[src/rtl/change_dispenser_seq.sv]
// Greedy change maker for shape coins: plans on shadow counts,
// then dispenses one coin per valid/ready handshake.
module change_dispenser_seq #(
  parameter int VALUE_W  = 4,
  parameter int CNT_W    = 2,
  parameter int PENT_VAL = 5,
  parameter int TRI_VAL  = 3,
  parameter int CIRC_VAL = 1
) (
  input  logic               clock,
  input  logic               reset_L,
  input  logic               restock,
  input  logic [CNT_W-1:0]   restock_pent,
  input  logic [CNT_W-1:0]   restock_tri,
  input  logic [CNT_W-1:0]   restock_circ,
  input  logic               start,
  input  logic [VALUE_W-1:0] cost,
  input  logic [VALUE_W-1:0] paid,
  output logic               coin_valid,
  input  logic               coin_ready,
  output logic [2:0]         coin,
  output logic [VALUE_W-1:0] remaining,
  output logic               busy,
  output logic               done,
  output logic               exact_amount,
  output logic               not_enough_change,
  output logic               cough_up_more,
  output logic [CNT_W-1:0]   pent_cnt,
  output logic [CNT_W-1:0]   tri_cnt,
  output logic [CNT_W-1:0]   circ_cnt
);

  typedef enum logic [1:0] {
    S_IDLE,
    S_PLAN,
    S_DISP,
    S_DONE
  } state_e;

  localparam logic [VALUE_W-1:0] PENT_V = VALUE_W'(PENT_VAL);
  localparam logic [VALUE_W-1:0] TRI_V  = VALUE_W'(TRI_VAL);
  localparam logic [VALUE_W-1:0] CIRC_V = VALUE_W'(CIRC_VAL);

  state_e             state_q, state_d;
  logic [VALUE_W:0]   chg_q, chg_d;
  logic [VALUE_W-1:0] rem_q, rem_d;
  logic [CNT_W-1:0]   sp_q, sp_d;
  logic [CNT_W-1:0]   st_q, st_d;
  logic [CNT_W-1:0]   sc_q, sc_d;
  logic [CNT_W-1:0]   p_q, p_d;
  logic [CNT_W-1:0]   t_q, t_d;
  logic [CNT_W-1:0]   c_q, c_d;
  logic               exact_q, exact_d;
  logic               nec_q, nec_d;
  logic               cum_q, cum_d;

  logic [VALUE_W:0]   chg_new;
  logic [2:0]         plan_sel;
  logic [2:0]         disp_sel;
  logic [VALUE_W-1:0] plan_val;
  logic [VALUE_W-1:0] disp_val;
  logic [VALUE_W-1:0] disp_rem;

  // Largest coin not exceeding r that is still in stock.
  function automatic logic [2:0] pick(
    input logic [VALUE_W-1:0] r,
    input logic [CNT_W-1:0]   p,
    input logic [CNT_W-1:0]   t,
    input logic [CNT_W-1:0]   c
  );
    logic [2:0] s;
    s = 3'b000;
    if (r >= PENT_V && p != '0)
      s = 3'b100;
    else if (r >= TRI_V && t != '0)
      s = 3'b010;
    else if (r >= CIRC_V && c != '0)
      s = 3'b001;
    return s;
  endfunction

  function automatic logic [VALUE_W-1:0] value_of(
    input logic [2:0] s
  );
    logic [VALUE_W-1:0] v;
    v = '0;
    unique case (1'b1)
      s[2]:    v = PENT_V;
      s[1]:    v = TRI_V;
      s[0]:    v = CIRC_V;
      default: v = '0;
    endcase
    return v;
  endfunction

  assign chg_new  = {1'b0, paid} - {1'b0, cost};
  assign plan_sel = pick(rem_q, sp_q, st_q, sc_q);
  assign disp_sel = pick(rem_q, p_q, t_q, c_q);
  assign plan_val = value_of(plan_sel);
  assign disp_val = value_of(disp_sel);
  assign disp_rem = rem_q - disp_val;

  always_comb begin
    state_d    = state_q;
    chg_d      = chg_q;
    rem_d      = rem_q;
    sp_d       = sp_q;
    st_d       = st_q;
    sc_d       = sc_q;
    p_d        = p_q;
    t_d        = t_q;
    c_d        = c_q;
    exact_d    = exact_q;
    nec_d      = nec_q;
    cum_d      = cum_q;
    coin_valid = 1'b0;
    coin       = 3'b000;
    done       = 1'b0;
    unique case (state_q)
      S_IDLE: begin
        if (start) begin
          chg_d   = chg_new;
          rem_d   = chg_new[VALUE_W] ? '0
                                     : chg_new[VALUE_W-1:0];
          sp_d    = p_q;
          st_d    = t_q;
          sc_d    = c_q;
          exact_d = 1'b0;
          nec_d   = 1'b0;
          cum_d   = 1'b0;
          state_d = S_PLAN;
        end else if (restock) begin
          p_d = restock_pent;
          t_d = restock_tri;
          c_d = restock_circ;
        end
      end
      S_PLAN: begin
        if (chg_q[VALUE_W]) begin
          cum_d   = 1'b1;
          rem_d   = '0;
          state_d = S_DONE;
        end else if (chg_q == '0) begin
          exact_d = 1'b1;
          state_d = S_DONE;
        end else if (rem_q == '0) begin
          rem_d   = chg_q[VALUE_W-1:0];
          state_d = S_DISP;
        end else if (plan_sel != 3'b000) begin
          rem_d = rem_q - plan_val;
          sp_d  = sp_q - CNT_W'(plan_sel[2]);
          st_d  = st_q - CNT_W'(plan_sel[1]);
          sc_d  = sc_q - CNT_W'(plan_sel[0]);
        end else begin
          // Inventory is left alone; nothing was committed.
          nec_d   = 1'b1;
          rem_d   = '0;
          state_d = S_DONE;
        end
      end
      S_DISP: begin
        coin_valid = 1'b1;
        coin       = disp_sel;
        if (disp_sel == 3'b000) begin
          state_d = S_DONE;
        end else if (coin_ready) begin
          p_d   = p_q - CNT_W'(disp_sel[2]);
          t_d   = t_q - CNT_W'(disp_sel[1]);
          c_d   = c_q - CNT_W'(disp_sel[0]);
          rem_d = disp_rem;
          if (disp_rem == '0)
            state_d = S_DONE;
        end
      end
      S_DONE: begin
        done    = 1'b1;
        state_d = S_IDLE;
      end
      default: state_d = S_IDLE;
    endcase
  end

  always_ff @(posedge clock or negedge reset_L) begin
    if (!reset_L) begin
      state_q <= S_IDLE;
      chg_q   <= '0;
      rem_q   <= '0;
      sp_q    <= '0;
      st_q    <= '0;
      sc_q    <= '0;
      p_q     <= '0;
      t_q     <= '0;
      c_q     <= '0;
      exact_q <= 1'b0;
      nec_q   <= 1'b0;
      cum_q   <= 1'b0;
    end else begin
      state_q <= state_d;
      chg_q   <= chg_d;
      rem_q   <= rem_d;
      sp_q    <= sp_d;
      st_q    <= st_d;
      sc_q    <= sc_d;
      p_q     <= p_d;
      t_q     <= t_d;
      c_q     <= c_d;
      exact_q <= exact_d;
      nec_q   <= nec_d;
      cum_q   <= cum_d;
    end
  end

  assign remaining         = rem_q;
  assign busy              = (state_q != S_IDLE);
  assign exact_amount      = exact_q;
  assign not_enough_change = nec_q;
  assign cough_up_more     = cum_q;
  assign pent_cnt          = p_q;
  assign tri_cnt           = t_q;
  assign circ_cnt          = c_q;

endmodule

[config.mk]
export PLATFORM = sky130hd
export DESIGN_NAME = change_dispenser_seq
export DESIGN_NICKNAME = d
export VERILOG_FILES = /design/src/rtl/change_dispenser_seq.sv
export SDC_FILE = /design/constraint.sdc
export NUM_CORES = 1
export LEC_CHECK = 0
export CORE_UTILIZATION = 57
export DETAILED_ROUTE_END_ITERATION = 6
export PLACE_DENSITY = 0.91
export SETUP_SLACK_MARGIN = 0.05
export SYNTH_ARGS = -nofsm -noshare
export SYNTH_HDL_FRONTEND = slang
export SYNTH_SLANG_ARGS = --single-unit
export TNS_END_PERCENT = 5
[constraint.sdc]
create_clock -name clock -period 5.5 [get_ports clock]
set_clock_uncertainty 0.15 [all_clocks]
set_input_delay 1.1 -clock clock [delete_from_list [all_inputs] [get_ports clock]]
set_output_delay 1.1 -clock clock [all_outputs]
set_load 0.02 [all_outputs]
Word level (Yosys, flattened, before mapping)

Cells that the tools add are included.

Output and inout port bits: 19
Bits of input ports: 19
Logic and storage cells: 146
Register bits: 26

$add $sub $neg: 9
Equality and inequality tests: 19
Reductions and logical operators: 30
Mux-type cells: 73
$lt $le $gt $ge: 3

Operators with widths:

| operator                                    | number |
|---|---|
| 2-to-1 mux 2 bit                            | 36 |
| 2-to-1 mux 4 bit                            | 8 |
| != test 2 bit (second input constant)       | 12 |
| case mux 2 bit (2 select lines)             | 6 |
| case mux 3 bit (3 select lines)             | 2 |
| nonzero test 2 bit                          | 9 |
| 2-to-1 mux 1 bit                            | 12 |
| 2-to-1 mux 3 bit                            | 4 |
| case mux 4 bit (3 select lines)             | 1 |
| AND reduction 6 bit                         | 2 |
| subtractor 2 x 1 -> 2 bit                   | 6 |
| AND reduction 5 bit                         | 2 |
| != test 3 bit (second input constant)       | 3 |
| zero test 4 bit                             | 2 |
| case mux 2 bit (4 select lines)             | 1 |
| AND reduction 4 bit                         | 2 |
| subtractor 4 bit                            | 2 |
| logical AND 1 bit                           | 6 |
| case mux 1 bit (2 select lines)             | 3 |
| nonzero test 3 bit                          | 2 |
| zero test 5 bit                             | 1 |
| != test 5 bit (second input constant)       | 1 |
| subtractor 4 x 4 -> 5 bit                   | 1 |
| equality test 2 bit (second input constant) | 2 |
| 8 further kinds                             | 8 |

Logic depth before layout (Yosys ltp)

Depth in word-level cells: 12
Gate-level depth with buffers: 14

Least setup slack after synthesis

No wires, ideal clock.

Path type: register -> register
From: register rem_q[1], in the netlist remaining[1]
To: register state_q[1]
Required time: 5,271 ps
Path buffers: 0
Clock period less this slack: 3,195 ps
Arrival: 2,966 ps
Setup slack: 2,305 ps
Cell stages (with the launch flop): 13
Cells stage by stage: dfrtp_1 o21ai_1 nand2b_2 o21ai_4 inv_2 or3_4 ha_1 inv_1 fa_1 nand3b_1 o311a_4 a211oi_2 mux2i_1

Longest elaborated chain between the ends: 10
Elaborated cells on any way between the ends: 30
Classes of those cells: add/sub: 1; order compare: 3; eq/ne: 3; mux: 12; reduce/logical: 11

Ends and longest elaborated chain:

| item                            | line | text |
|---|---|---|
| start, declared                 | 46   | `logic [VALUE_W-1:0] rem_q, rem_d;` |
| start signal, assigned          | 200  | `rem_q <= rem_d;` |
| >= comparator 4 x 1 -> 1 bit    | 77   | `else if (r >= CIRC_V && c != '0)` |
| logical AND 1 bit               | 77   |  |
| 2-to-1 mux 1 bit                | 77   |  |
| 2-to-1 mux 2 bit                | 75   | `else if (r >= TRI_V && t != '0)` |
| 2-to-1 mux 3 bit                | 73   | `if (r >= PENT_V && p != '0)` |
| case mux 3 bit (3 select lines) | 87   | `unique case (1'b1)` |
| subtractor 4 bit                | 101  | `assign disp_rem = rem_q - disp_val;` |
| zero test 4 bit                 | 171  | `if (disp_rem == '0)` |
| != test 3 bit (no line)         | --   |  |
| AND reduction 4 bit (no line)   | --   |  |
| end signal, assigned            | 198  | `state_q <= state_d;` |
| end, declared                   | 44   | `state_e state_q, state_d;` |

Parallel ways exist; a longest one is shown, timed or not.
A chain may end at the register's enable or synchronous reset.

Worst setup path in the final report

From: register state_q[0]
To: output port coin[0]

Longest elaborated chain between the ends: 2

Ends and longest elaborated chain:

| item                | line | text |
|---|---|---|
| equality test 2 bit | 119  | `unique case (state_q)` |
| 2-to-1 mux 3 bit    | 119  |  |
| end, declared       | 21   | `output logic [2:0] coin,` |

Every way passes these cells.

==> flow_metrics.env <==
export IMPL_grt_ovfl_total=0
export IMPL_placed_area_sq_mm=0.00253
export IMPL_p_leak_nw=1.15
export IMPL_fin_crit_ps=3840
export IMPL_placed_cells=328
export IMPL_cts_resized=0
export IMPL_ys_ff_latch=26
export IMPL_hold_class="flip-flop to flip-flop"
export IMPL_criticalPathCategory="flip-flop to output port"
export IMPL_rsz0062_at_grt="no"
export IMPL_vdd_drop_max_mv=0.439
export IMPL_fin_util=0.746
export IMPL_gp_congestion=0.929
export IMPL_antenna_found_initial=0
export IMPL_status="complete, no violations"
export IMPL_routed_wl_um=5080
export IMPL_syn_to_final_growth_pct=20.7
export IMPL_yosys_most_used_dff="dfrtp_1"
export IMPL_synth_edf_count=0
export IMPL_layout_commonest_cell="clkdlybuf4s50_1"
export IMPL_cp_max_fo=13
export IMPL_drv_slew=0
export IMPL_fin_crit_sh=0.697
export IMPL_htree_num_levels=1
export IMPL_power_density_mw_per_mm2=668
export IMPL_ys_warn_count=0
export IMPL_cts_hold_buf=0
export IMPL_clk_latency_ps=270
export IMPL_critPathLaunchType="flip-flop"
export IMPL_rows=21
export IMPL_io_buffer_count=37
export IMPL_final_cells=332
export IMPL_max_slew_margin_rel=0.366
export IMPL_max_cap_violations=0
export IMPL_routedWlPerCell_um=15.3
export IMPL_drc_errors=0
export IMPL_grt_pass1_vias=1921
export IMPL_drive_above_1_share=0.0699
export IMPL_cts_root_buf="clkbuf_8"
export IMPL_setup_viol_count_final=0
export IMPL_final_cell_mix="37 x clkdlybuf4s50_1, 26 x dfrtp_1, 24 x nand2_1"
export IMPL_hpwl_um=3900
export IMPL_n_antenna_cell=0
export IMPL_drt_vias_per_instance=6.13
export IMPL_grt_max_degree=27
export IMPL_drtAntennaViolNets=0
export IMPL_cts_buffers=3
export IMPL_cts_sinks=26
export IMPL_fin_area_sq_mm=0.00259
export IMPL_tritoncts="built"
export IMPL_synthTopCellsByArea="dfrtp_1 30%, ha_1 12%, o21ai_0 4.9%"
export IMPL_hold_violations=0
export IMPL_start_util=0.618
export IMPL_grt_use_total=0.273
export IMPL_via_count=2035
export IMPL_place_ws_ps=2010
export IMPL_tightest_slew_ps=951
export IMPL_clock_path_buffers=2
export IMPL_synthCells=254
export IMPL_required_ps=4250
export IMPL_ys_seq_area_frac=0.304
export IMPL_finalWorstSetupSlack_ps=1660
export IMPL_synth_area_leader_cell="dfrtp_1"
export IMPL_core_area_sq_mm=0.00347
export IMPL_die_area_sq_mm=0.00401
export IMPL_cp_end_kind="output port"
export IMPL_die_h_um=63.3
export IMPL_drtPass1Iterations=5
export IMPL_nets=329
export IMPL_synth_nets=296
export IMPL_yosysTopAreaCellShare=0.304
export IMPL_fp_dieW_um=63.3
export IMPL_postCtsSetupRepairBufs=0
export IMPL_drtIter0Drc=169
export IMPL_async_reset_ff_frac=1.00
export IMPL_clk_pin_slew_worst_paths_ps=90
export IMPL_syn_avg_cell_area_sq_um=8.43
export IMPL_yosysUniqueCellTypes=49
export IMPL_grt_pass1_wl_um=8730
export IMPL_io_pins=38
export IMPL_arrival_ps=2590
export IMPL_timing_fmax_mhz=261
export IMPL_netlist_area_sq_mm=0.00214
export IMPL_tns_ps=0
[sequential cells by signal (all words and copies together) (netlist names)]
signal	flops
sc_q	2
exact_amount	1
state_q	2
cough_up_more	1
pent_cnt	2
tri_cnt	2
not_enough_change	1
remaining	4
sp_q	2
st_q	2
circ_cnt	2
chg_q	5
[path summary, 6_finish.rpt]
| kind | startpoint | end | slack (ps) | cells past startpoint |
|---|---|---|---|---|
| max | state_q[0] | coin[0] | 1660 | 5 |
| min | chg_q[1] | chg_q[1] | 410 | 2 |
| max reg2reg | remaining[1] | state_q[1] | 2140 | 12 |
| min reg2reg | chg_q[1] | chg_q[1] | 410 | 2 |
| min in group asynchronous | reset_L | remaining[1] | 1040 | 2 |
| max in group asynchronous | reset_L | not_enough_change | 3900 | 2 |
[synthesized netlist by cell type, types with 2 or more instances]
cell type	instances
a21o_1	3
o21ai_2	2
a211oi_2	2
o21a_1	3
nor4_1	3
a21oi_1	15
nand2_1	24
mux2i_1	2
a22oi_1	3
clkbuf_1	7
nor2b_1	4
inv_2	2
a211o_1	2
o22ai_1	6
ha_1	20
nand3_1	14
nor2_1	14
xor2_1	4
a31oi_1	2
a221oi_1	4
or4_1	6
o211ai_1	4
fa_1	3
dfrtp_1	26
o21ai_1	2
nand3b_1	2
o31ai_1	3
o21ai_0	21
nor3_1	5
nand2b_1	5
inv_1	23
[routing by layer]
layer	GRT usage	wire (um)	up-vias
met2	0.446	2380	75
met5	0	0	-
met4	0.0852	71	0
met1	0.368	2360	970
li1	-	-	981
met3	0.0453	266	9
[cell families after synthesis]
family                   share of synthesized area
buffers and inverters                       0.0654
adder cells (fa/ha/maj)                      0.145
flip-flops                                   0.304
AO/OA/AOI/OAI                                0.242
multiplexers                                0.0146
XOR/XNOR                                    0.0164
AND/OR/NAND/NOR                              0.213
[cell type report]
type                            instances  area, sq um
Inverter                               25         93.8
Fill cell                             262          882
Tap cell                               46         57.6
Sequential cell                        26          651
Clock buffer                            4         55.1
Timing Repair Buffer                   38          378
Multi-Input combinational cell        193         1350
[critical path, stage by stage, from the launching register on]
cell and delay (ps):
dfrtp_1 420, inv_1 130, ha_1 480, inv_1 310, nor4_1 330, clkdlybuf4s50_1 650
[through the flow]
stage	total power [mW]	hold WS (ps)
after floorplan	1.26	336
after global placement	1.54	366
after detailed placement	1.58	383
after CTS	1.71	406
after global routing	1.88	429
final	1.73	412
[where the power goes]
group          total, mW  switching, mW  internal (mW)
Combinational       1.19          0.692          0.500
Clock              0.125         0.0612         0.0640
Sequential         0.412          0.127          0.284
(Power assumes the default switching activity.)
